===== src/rtl/gpr_pkg.sv =====
// Shared GPR geometry and writeback request type used by the writeback arbiter and its FIFOs.
`ifndef GPR_BITS
`define GPR_BITS 32
`endif
`ifndef GPR_ID_BITS
`define GPR_ID_BITS 5
`endif

package gpr_pkg;
  localparam int GPR_BITS    = `GPR_BITS;
  localparam int GPR_ID_BITS = `GPR_ID_BITS;
  localparam int GPR_NUM     = 1 << GPR_ID_BITS;

  typedef logic [GPR_ID_BITS-1:0] gpr_id_t;
  typedef logic [GPR_BITS-1:0]    gpr_val_t;

  typedef struct packed {
    gpr_id_t  id;
    gpr_val_t val;
  } wb_req_t;
endpackage


===== src/rtl/gpr_wb_fifo.sv =====
// Per-source writeback FIFO; exposes head, full/empty and every slot's valid/id for hazard lookup.
module gpr_wb_fifo
  import gpr_pkg::*;
#(
  parameter int DEPTH = 2
) (
  input  logic                         clk,
  input  logic                         rst,
  input  logic                         push,
  input  wb_req_t                      push_data,
  input  logic                         pop,
  output logic                         full,
  output logic                         empty,
  output wb_req_t                      head,
  output logic [DEPTH-1:0]             ent_valid,
  output logic [DEPTH*GPR_ID_BITS-1:0] ent_id
);
  localparam int PTR_W = (DEPTH > 1) ? $clog2(DEPTH) : 1;

  wb_req_t          mem [DEPTH];
  logic [PTR_W-1:0] rd_ptr_reg;
  logic [PTR_W-1:0] wr_ptr_reg;
  logic [DEPTH-1:0] valid_reg;

  function automatic logic [PTR_W-1:0] ptr_inc(input logic [PTR_W-1:0] p);
    return (p == PTR_W'(DEPTH - 1)) ? '0 : p + 1'b1;
  endfunction

  // Per-slot valid bits make full/empty a lookup; push only when !full and pop only when !empty keeps slots disjoint.
  assign full  = valid_reg[wr_ptr_reg];
  assign empty = !valid_reg[rd_ptr_reg];
  assign head  = mem[rd_ptr_reg];

  always_ff @(posedge clk) begin
    if (rst) begin
      rd_ptr_reg <= '0;
      wr_ptr_reg <= '0;
      valid_reg  <= '0;
    end else begin
      if (push) begin
        valid_reg[wr_ptr_reg] <= 1'b1;
        wr_ptr_reg            <= ptr_inc(wr_ptr_reg);
      end
      if (pop) begin
        valid_reg[rd_ptr_reg] <= 1'b0;
        rd_ptr_reg            <= ptr_inc(rd_ptr_reg);
      end
    end
  end

  always_ff @(posedge clk) begin
    if (push) mem[wr_ptr_reg] <= push_data;
  end

  for (genvar gi = 0; gi < DEPTH; gi++) begin : g_view
    assign ent_valid[gi]                          = valid_reg[gi];
    assign ent_id[gi*GPR_ID_BITS +: GPR_ID_BITS]  = mem[gi].id;
  end
endmodule


===== src/rtl/gpr_wb_arbiter.sv =====
// Arbitrates per-source writeback FIFOs onto the single GPR write port and answers pending-write queries.
// Define WB_ARB_RR_EN for round-robin arbitration; otherwise lowest source index wins.
`ifndef GPR_BITS
`define GPR_BITS 32
`endif
`ifndef GPR_ID_BITS
`define GPR_ID_BITS 5
`endif

module gpr_wb_arbiter
  import gpr_pkg::*;
#(
  parameter int NUM_SRC    = 2,
  parameter int FIFO_DEPTH = 2
) (
  input  logic                            clk,
  input  logic                            rst,
  input  logic [NUM_SRC-1:0]              src_valid,
  output logic [NUM_SRC-1:0]              src_ready,
  input  logic [NUM_SRC*`GPR_ID_BITS-1:0] src_id,
  input  logic [NUM_SRC*`GPR_BITS-1:0]    src_val,
  output logic                            gpr_we,
  output logic [`GPR_ID_BITS-1:0]         gpr_write_id,
  output logic [`GPR_BITS-1:0]            gpr_write_val,
  input  logic [`GPR_ID_BITS-1:0]         pend_query_id,
  output logic                            pend_hit
);
  localparam int SRC_W = (NUM_SRC > 1) ? $clog2(NUM_SRC) : 1;
  localparam int NENT  = NUM_SRC * FIFO_DEPTH;

  logic [NUM_SRC-1:0]         full;
  logic [NUM_SRC-1:0]         empty;
  logic [NUM_SRC-1:0]         push;
  logic [NUM_SRC-1:0]         pop;
  wb_req_t                    head [NUM_SRC];
  logic [NENT-1:0]            ent_valid;
  logic [NENT*GPR_ID_BITS-1:0] ent_id;
  logic [NENT-1:0]            ent_hit;
  logic                       grant_any;
  logic [SRC_W-1:0]           grant_idx;

  for (genvar gi = 0; gi < NUM_SRC; gi++) begin : g_src
    wb_req_t push_data;
    assign src_ready[gi] = !rst && !full[gi];
    // Writes to x0 are acknowledged but dropped before queuing.
    assign push[gi]      = src_valid[gi] && src_ready[gi] &&
                           (src_id[gi*GPR_ID_BITS +: GPR_ID_BITS] != '0);
    assign push_data     = '{id: src_id[gi*GPR_ID_BITS +: GPR_ID_BITS],
                             val: src_val[gi*GPR_BITS +: GPR_BITS]};

    gpr_wb_fifo #(.DEPTH(FIFO_DEPTH)) u_fifo (
      .clk       (clk),
      .rst       (rst),
      .push      (push[gi]),
      .push_data (push_data),
      .pop       (pop[gi]),
      .full      (full[gi]),
      .empty     (empty[gi]),
      .head      (head[gi]),
      .ent_valid (ent_valid[gi*FIFO_DEPTH +: FIFO_DEPTH]),
      .ent_id    (ent_id[gi*FIFO_DEPTH*GPR_ID_BITS +: FIFO_DEPTH*GPR_ID_BITS])
    );
  end

`ifdef WB_ARB_RR_EN
  logic [SRC_W-1:0] ptr_reg;

  always_comb begin
    grant_any = 1'b0;
    grant_idx = '0;
    for (int k = 0; k < NUM_SRC; k++) begin
      if (!grant_any && !empty[SRC_W'((int'(ptr_reg) + k) % NUM_SRC)]) begin
        grant_any = 1'b1;
        grant_idx = SRC_W'((int'(ptr_reg) + k) % NUM_SRC);
      end
    end
  end

  always_ff @(posedge clk) begin
    if (rst) begin
      ptr_reg <= '0;
    end else if (grant_any) begin
      ptr_reg <= (grant_idx == SRC_W'(NUM_SRC - 1)) ? '0 : grant_idx + 1'b1;
    end
  end
`else
  always_comb begin
    grant_any = 1'b0;
    grant_idx = '0;
    for (int k = 0; k < NUM_SRC; k++) begin
      if (!grant_any && !empty[k]) begin
        grant_any = 1'b1;
        grant_idx = SRC_W'(k);
      end
    end
  end
`endif

  always_comb begin
    pop = '0;
    if (grant_any) pop[grant_idx] = 1'b1;
  end

  // Id/val hold their last value when idle; only gpr_we returns to 0.
  always_ff @(posedge clk) begin
    if (rst) begin
      gpr_we        <= 1'b0;
      gpr_write_id  <= '0;
      gpr_write_val <= '0;
    end else if (grant_any) begin
      gpr_we        <= 1'b1;
      gpr_write_id  <= head[grant_idx].id;
      gpr_write_val <= head[grant_idx].val;
    end else begin
      gpr_we        <= 1'b0;
    end
  end

  for (genvar gi = 0; gi < NENT; gi++) begin : g_hit
    assign ent_hit[gi] = ent_valid[gi] &&
                         (ent_id[gi*GPR_ID_BITS +: GPR_ID_BITS] == pend_query_id);
  end

  assign pend_hit = (pend_query_id != '0) &&
                    ((|ent_hit) || (gpr_we && (gpr_write_id == pend_query_id)));
endmodule


===== config.mk =====
export PLATFORM = sky130hd
export DESIGN_NAME = gpr_wb_arbiter
export DESIGN_NICKNAME = d
export VERILOG_FILES = /design/src/rtl/gpr_pkg.sv /design/src/rtl/gpr_wb_fifo.sv /design/src/rtl/gpr_wb_arbiter.sv
export SDC_FILE = /design/constraint.sdc
export NUM_CORES = 1
export LEC_CHECK = 0
export CAP_MARGIN = 20
export CORE_UTILIZATION = 30
export DETAILED_ROUTE_END_ITERATION = 8
export PLACE_DENSITY = 0.53
export SLEW_MARGIN = 20
export SYNTH_ARGS = -nofsm -noshare
export SYNTH_HDL_FRONTEND = slang
export SYNTH_SLANG_ARGS = --single-unit

===== constraint.sdc =====
create_clock -name clk -period 4.65 [get_ports clk]
set_input_delay 0.93 -clock clk [delete_from_list [all_inputs] [get_ports clk]]
set_output_delay 0.93 -clock clk [all_outputs]
set_load 0.03 [all_outputs]

Word level (Yosys, flattened, before mapping)
Memories as Yosys holds them, arrays and structs flattened. A register that Yosys moved wholly into a read port is not among the register bits.
Cells that the tools add are included.
{"block": "classes", "addsub": 4, "order_cmp": 11, "eq_ne": 5, "muxes": 44, "bitwise_logic": 7, "n_reduce_logical": 27}
{"cell": "$mux W37", "n": 3}
{"cell": "$mux W1", "n": 29}
{"cell": "$eq A5 B5 Y1", "n": 5}
{"cell": "$logic_and A1 B1 Y1", "n": 18}
{"cell": "$reduce_bool A5 Y1", "n": 3}
{"cell": "$mux W2", "n": 7}
{"cell": "$lt A1 B2 Y1 const B", "n": 5}
{"cell": "$demux W1 S1", "n": 5}
{"cell": "$ge A1 B1 Y1 const B", "n": 5}
{"cell": "$add A1 B1 Y1 const B", "n": 4}
{"cell": "$and A2 B2 Y2", "n": 2}
{"cell": "$logic_not A1 Y1", "n": 4}
{"cell": "$not A2 Y2", "n": 2}
{"cell": "$or A2 B2 Y2", "n": 2}
{"cell": "$reduce_or A4 Y1", "n": 1}
{"cell": "$ge A2 B2 Y1 const B", "n": 1}
{"cell": "$not A1 Y2", "n": 1}
{"cell": "$logic_or A1 B1 Y1", "n": 1}
{"block": "totals", "reg_bits": 46, "ram_bits": 148, "in_bits": 83, "output_inout_bits": 41, "word_cells": 109, "n_memories": 2}
{"memory": "g_src[0].u_fifo.mem", "depth": 2, "word_bits": 37, "read_ports": 3, "rd_ports_with_merged_regs": 1, "write_ports": 1, "line": "gpr_wb_fifo.sv:20", "source": "wb_req_t mem [DEPTH];"}
{"memory": "g_src[1].u_fifo.mem", "depth": 2, "word_bits": 37, "read_ports": 3, "rd_ports_with_merged_regs": 1, "write_ports": 1, "line": "gpr_wb_fifo.sv:20"}

Longest topological paths before layout
{"block": "depth", "word_depth": 12, "depth_mapped": 6, "ltp_nobuf": 5}

Cells and area by module
Synthesis repeated with hierarchy kept, for this count alone.
{"block": "unflattened", "cells_unflattened": 515, "area_unflattened_um2": 8229.1}
{"mod": "gpr_wb_fifo", "n_inst": 2, "cells_each": 146, "area_each_um2": 3089.2, "seq_area_each_um2": 2322.2}
{"mod": "gpr_wb_arbiter", "n_inst": 1, "cells_each": 223, "area_each_um2": 2050.7, "seq_area_each_um2": 760.7}

Worst setup path after synthesis
Ideal clock, no wire load.
{"block": "synth_path", "kind": "input -> register", "start": "input rst", "end": "memory g_src[1].u_fifo.mem[0][0] (netlist name), enable pin", "setup_ns": 0.431, "arrival_ns": 3.559, "required_ns": 4.219, "path_slack_ns": 0.660, "stages": 3, "path_buffers": 0, "cell_sequence": "a211oi_1 nand2_2 nor2_1"}
{"block": "synth_between", "elab_chain_len": 6}
{"element": "from (decl)", "line": "gpr_wb_arbiter.sv:17", "source": "input logic rst,"}
{"element": "$logic_not A1 Y1", "line": "gpr_wb_arbiter.sv:44", "source": "assign src_ready[gi] = !rst && !full[gi];"}
{"element": "$logic_and A1 B1 Y1", "line": "gpr_wb_arbiter.sv:44"}
{"element": "$logic_and A1 B1 Y1 (2 in a row)", "line": "gpr_wb_arbiter.sv:46", "source": "assign push[gi] = src_valid[gi] && src_ready[gi] &&"}
{"element": "$mux W1", "line": "gpr_wb_fifo.sv:52", "source": "if (push) mem[wr_ptr_reg] <= push_data;"}
{"element": "$mux W1 (not written as such)", "line": "gpr_wb_fifo.sv:52"}
{"element": "to (decl)", "line": "gpr_wb_fifo.sv:20"}
Every way passes these cells.

Worst setup path after layout
{"block": "layout_path", "start": "input pend_query_id[3]", "end": "output pend_hit"}
{"block": "layout_between", "elab_chain_len": 5, "elab_cells_between_ends": 14, "cone_classes": "eq/ne (5); reduce/logical (9)"}
{"element": "from (decl)", "line": "gpr_wb_arbiter.sv:25", "source": "input logic [`GPR_ID_BITS-1:0] pend_query_id,"}
{"element": "$eq A5 B5 Y1", "line": "gpr_wb_arbiter.sv:121", "source": "(ent_id[gi*GPR_ID_BITS +: GPR_ID_BITS] == pend_query_id);"}
{"element": "$logic_and A1 B1 Y1", "line": "gpr_wb_arbiter.sv:120", "source": "assign ent_hit[gi] = ent_valid[gi] &&"}
{"element": "$reduce_or A4 Y1", "line": "gpr_wb_arbiter.sv:125", "source": "((|ent_hit) || (gpr_we && (gpr_write_id == pend_query_id)));"}
{"element": "$logic_or A1 B1 Y1", "line": "gpr_wb_arbiter.sv:125"}
{"element": "$logic_and A1 B1 Y1 *", "line": "gpr_wb_arbiter.sv:124", "source": "assign pend_hit = (pend_query_id != '0) &&"}
{"element": "to (decl)", "line": "gpr_wb_arbiter.sv:26", "source": "output logic pend_hit"}
Every way passes the cells marked *; elsewhere a longest branch is shown, timed or not.

==> results.cfg <==
[run_status]
run_status = complete, no violations

[floorplanning]
core_mm2 = 0.0246
start_util = 0.310
io_pins = 124
die_y_um = 161
die_area_mm2 = 0.0261
die_x_um = 161
num_rows = 57

[setup_path]
cp.required_ns = 3.72
critPathLaunch = pend_query_id[3]
endpoint = pend_hit
path_cells = clkdlybuf4s50_1, xor2_1, nor4_1, nand3_1, nand3_1, o22a_1, clkdlybuf4s50_1
timing.rr.end = g_src[0].u_fifo.mem[0][28]$_DFFE_PP_
worst_setup_path_start_kind = input port
r2r_cells = 5
r2r_start = g_src[0].u_fifo.ent_valid[0]$_SDFF_PP0_
crit_path_end_kind = output pin
r2r_slack_ns = 2.42
path_buf_inv = 2
crit_path_top_delay_cell = clkdlybuf4s50_1
cp.depth = 7
worstSetupPathType = input port to output pin
slowest_delay_ns = 0.66
critPathArrivalTime_ns = 3.04
cp_top_family = buffers and inverters
worst-path-max-fanout = 6

[sta]
setup_tns_ns = 0
max_freq_ghz = 0.252
hold_ws_ns = 0.557
maxSlewViolCount = 0
fin_crit_sh = 0.854
setup_viol = 0
finClkSkew_ns = 0.0127
rsz0062_at_grt = false
min_period_ns = 3.97
slew_headroom = 0.336
finalHoldViolCount = 0
tightest_slew_ns = 0.996

[cells_and_area]
largest_reg_flops = 148
num_antenna_cells = 0
multi_input_area_mm2 = 0.00208
fin_nets = 732
fin_area_mm2 = 0.00992
drive_above_1_share = 0.0785
max_flop_register = g_src.u_fifo.mem
register_area_mm2 = 0.00541
fill_cells = 2273
final_util = 0.403
reg.largest.list = g_src.u_fifo.mem (148), gpr_write_val (32), gpr_write_id (5)
synthToLayoutAreaGrowth_pct = 30.0

[global_route]
grt-ovfl-total = 0
grt_usage = 0.133
antenna_found_initial = 2
grt_pass1_wl_mm = 25.8
first_global_vias = 4699
grt_max_degree = 58

[cts]
root_buffer = clkbuf_16
holdBufCountCts = 0
cts_resized = 0
clock-sinks = 196
cts_made_buffers = 17
cts_tree = built
htreeDepth = 4
cts_buffer_depth = 2
cts_setup_buffers = 0
cts.clk_slew.worst_paths_ns = 0.07
clock_latency_ns = 0.42

[worst_hold_path]
hp-class = flip-flop to flip-flop

[logic_synthesis]
netlist.area_leader.share = 0.583
yosysWarningCount = 0
ys_seq_area_frac = 0.709
synth_nets = 619
synth_top_area_cell = edfxtp_1
ys_seq_elements = 196
yosysMostFrequentCell = edfxtp_1
synthArstFlopShare = 0
synthCells = 536
avgSynthCellArea_um2 = 14.2
synthTopCellsByArea = edfxtp_1, dfxtp_1, a211oi_1
netlist_top_cells_count = edfxtp_1, a211oi_1, dfxtp_1, nor2_1, a21oi_1
synth-edff-count = 148
synth_cell_types = 27
synth_area_mm2 = 0.00763
synth-main-ff-cell = edfxtp_1

[power]
ir_worst_vdd_mv = 0.252
powerDensity_mw_per_mm2 = 441
p_leak_nw = 3.21

[detailed_routing]
drt_iter0_markers = 221
via_count = 4643
route.detailed.drc = 0
drtPass1Iterations = 4
post_drt_wl_per_cell_um = 17.0
viasPerCell = 4.71
ant_nets = 0
routed_wl_mm = 16.8

[place]
port_buffers = 123
placed_cell_area_mm2 = 0.00920
dp_hpwl_mm = 11.1
gp_congestion = 0.855

[job]
cap_violations = 0
cell type report:
class | count | area share
Multi-Input combinational cell | 301 | 0.210
Tap cell | 324 | 0.0409
Clock buffer | 20 | 0.0450
Inverter | 1 | 0.000379
Clock inverter | 12 | 0.0249
Timing Repair Buffer | 132 | 0.134
Sequential cell | 196 | 0.545
routing by layer:
metal | routed length [µm] | vias to the layer above | track usage | share of wire
li1 | - | 2246 | - | -
met1 | 8010 | 2292 | 0.174 | 0.48
met2 | 7900 | 87 | 0.216 | 0.47
met3 | 695 | 14 | 0.0339 | 0.041
met4 | 150 | 4 | 0.0386 | 0.0089
met5 | 23 | - | 0 | 0.0014
where the power goes:
group          internal, mW  total (mW)  switching (mW)  leakage, nW
logic                 0.268       0.597           0.328         1.12
clock network          1.08        1.70           0.617        0.339
registers              1.99        2.07          0.0782         1.75
total                  3.35        4.37            1.02         3.21
cell usage in the layout, fill, tap and decap left out, types with 2 or more instances in the layout:
master / count
nand2_1: 3
clkinv_2: 2
nor2b_1: 39
nor2_1: 44
bufinv_16: 7
dfxtp_1: 46
nor3_1: 4
clkdlybuf4s50_1: 122
buf_4: 7
o21a_1: 2
a211oi_1: 77
xnor2_1: 7
a21oi_1: 41
nand3_1: 6
or4_1: 3
nor4_1: 5
mux2i_1: 37
clkbuf_16: 17
xor2_1: 20
dfxtp_2: 2
nor2_4: 2
edfxtp_1: 148
inv_6: 3
mux2i_4: 2
clkbuf_1: 2
worst min-delay path: cells and delay by family (launching register included):
kind               cells  cell delay [ns]
AOI/OAI and AO/OA      2             0.19
DFF                    1             0.31
worst min-delay path by stage:
stage,start,depth (start not counted),endpoint,slack [ns]
2_1_floorplan,g_src[1].u_fifo.rd_ptr_reg$_SDFFE_PP0P_,2,g_src[1].u_fifo.ent_valid[0]$_SDFF_PP0_,0.50
3_3_place_gp,g_src[1].u_fifo.rd_ptr_reg$_SDFFE_PP0P_,2,g_src[1].u_fifo.ent_valid[0]$_SDFF_PP0_,0.55
3_5_place_dp,gpr_write_val[12]$_SDFFE_PP0P_,2,gpr_write_val[12]$_SDFFE_PP0P_,0.54
4_1_cts,gpr_write_val[12]$_SDFFE_PP0P_,2,gpr_write_val[12]$_SDFFE_PP0P_,0.56
5_1_grt,gpr_write_val[22]$_SDFFE_PP0P_,2,gpr_write_val[22]$_SDFFE_PP0P_,0.58
6_report,gpr_write_val[9]$_SDFFE_PP0P_,2,gpr_write_val[9]$_SDFFE_PP0P_,0.56
cells by family (layout without fill, tap and decap cells):
family / count (synthesis) / count (layout) / share of synthesized area
flops: 196 / 196 / 0.709
compound gates: 123 / 123 / 0.108
mux: 40 / 40 / 0.0527
xor+xnor: 27 / 27 / 0.0310
buf+inv: 39 / 165 / 0.0251
simple gates: 111 / 111 / 0.0741
per-stage QoR:
| stage | instances | power [mW] | setup WS [ns] |
|---|---|---|---|
| global placement | 953 | 2.70 | 0.740 |
| finish | 986 | 4.37 | 0.678 |
| floorplan | 536 | 2.45 | 0.660 |
| detailed placement | 953 | 2.71 | 0.692 |
| global route | 986 | 4.55 | 0.573 |
| CTS | 985 | 4.43 | 0.683 |
Note: power is estimated with default switching activity, not from simulation.
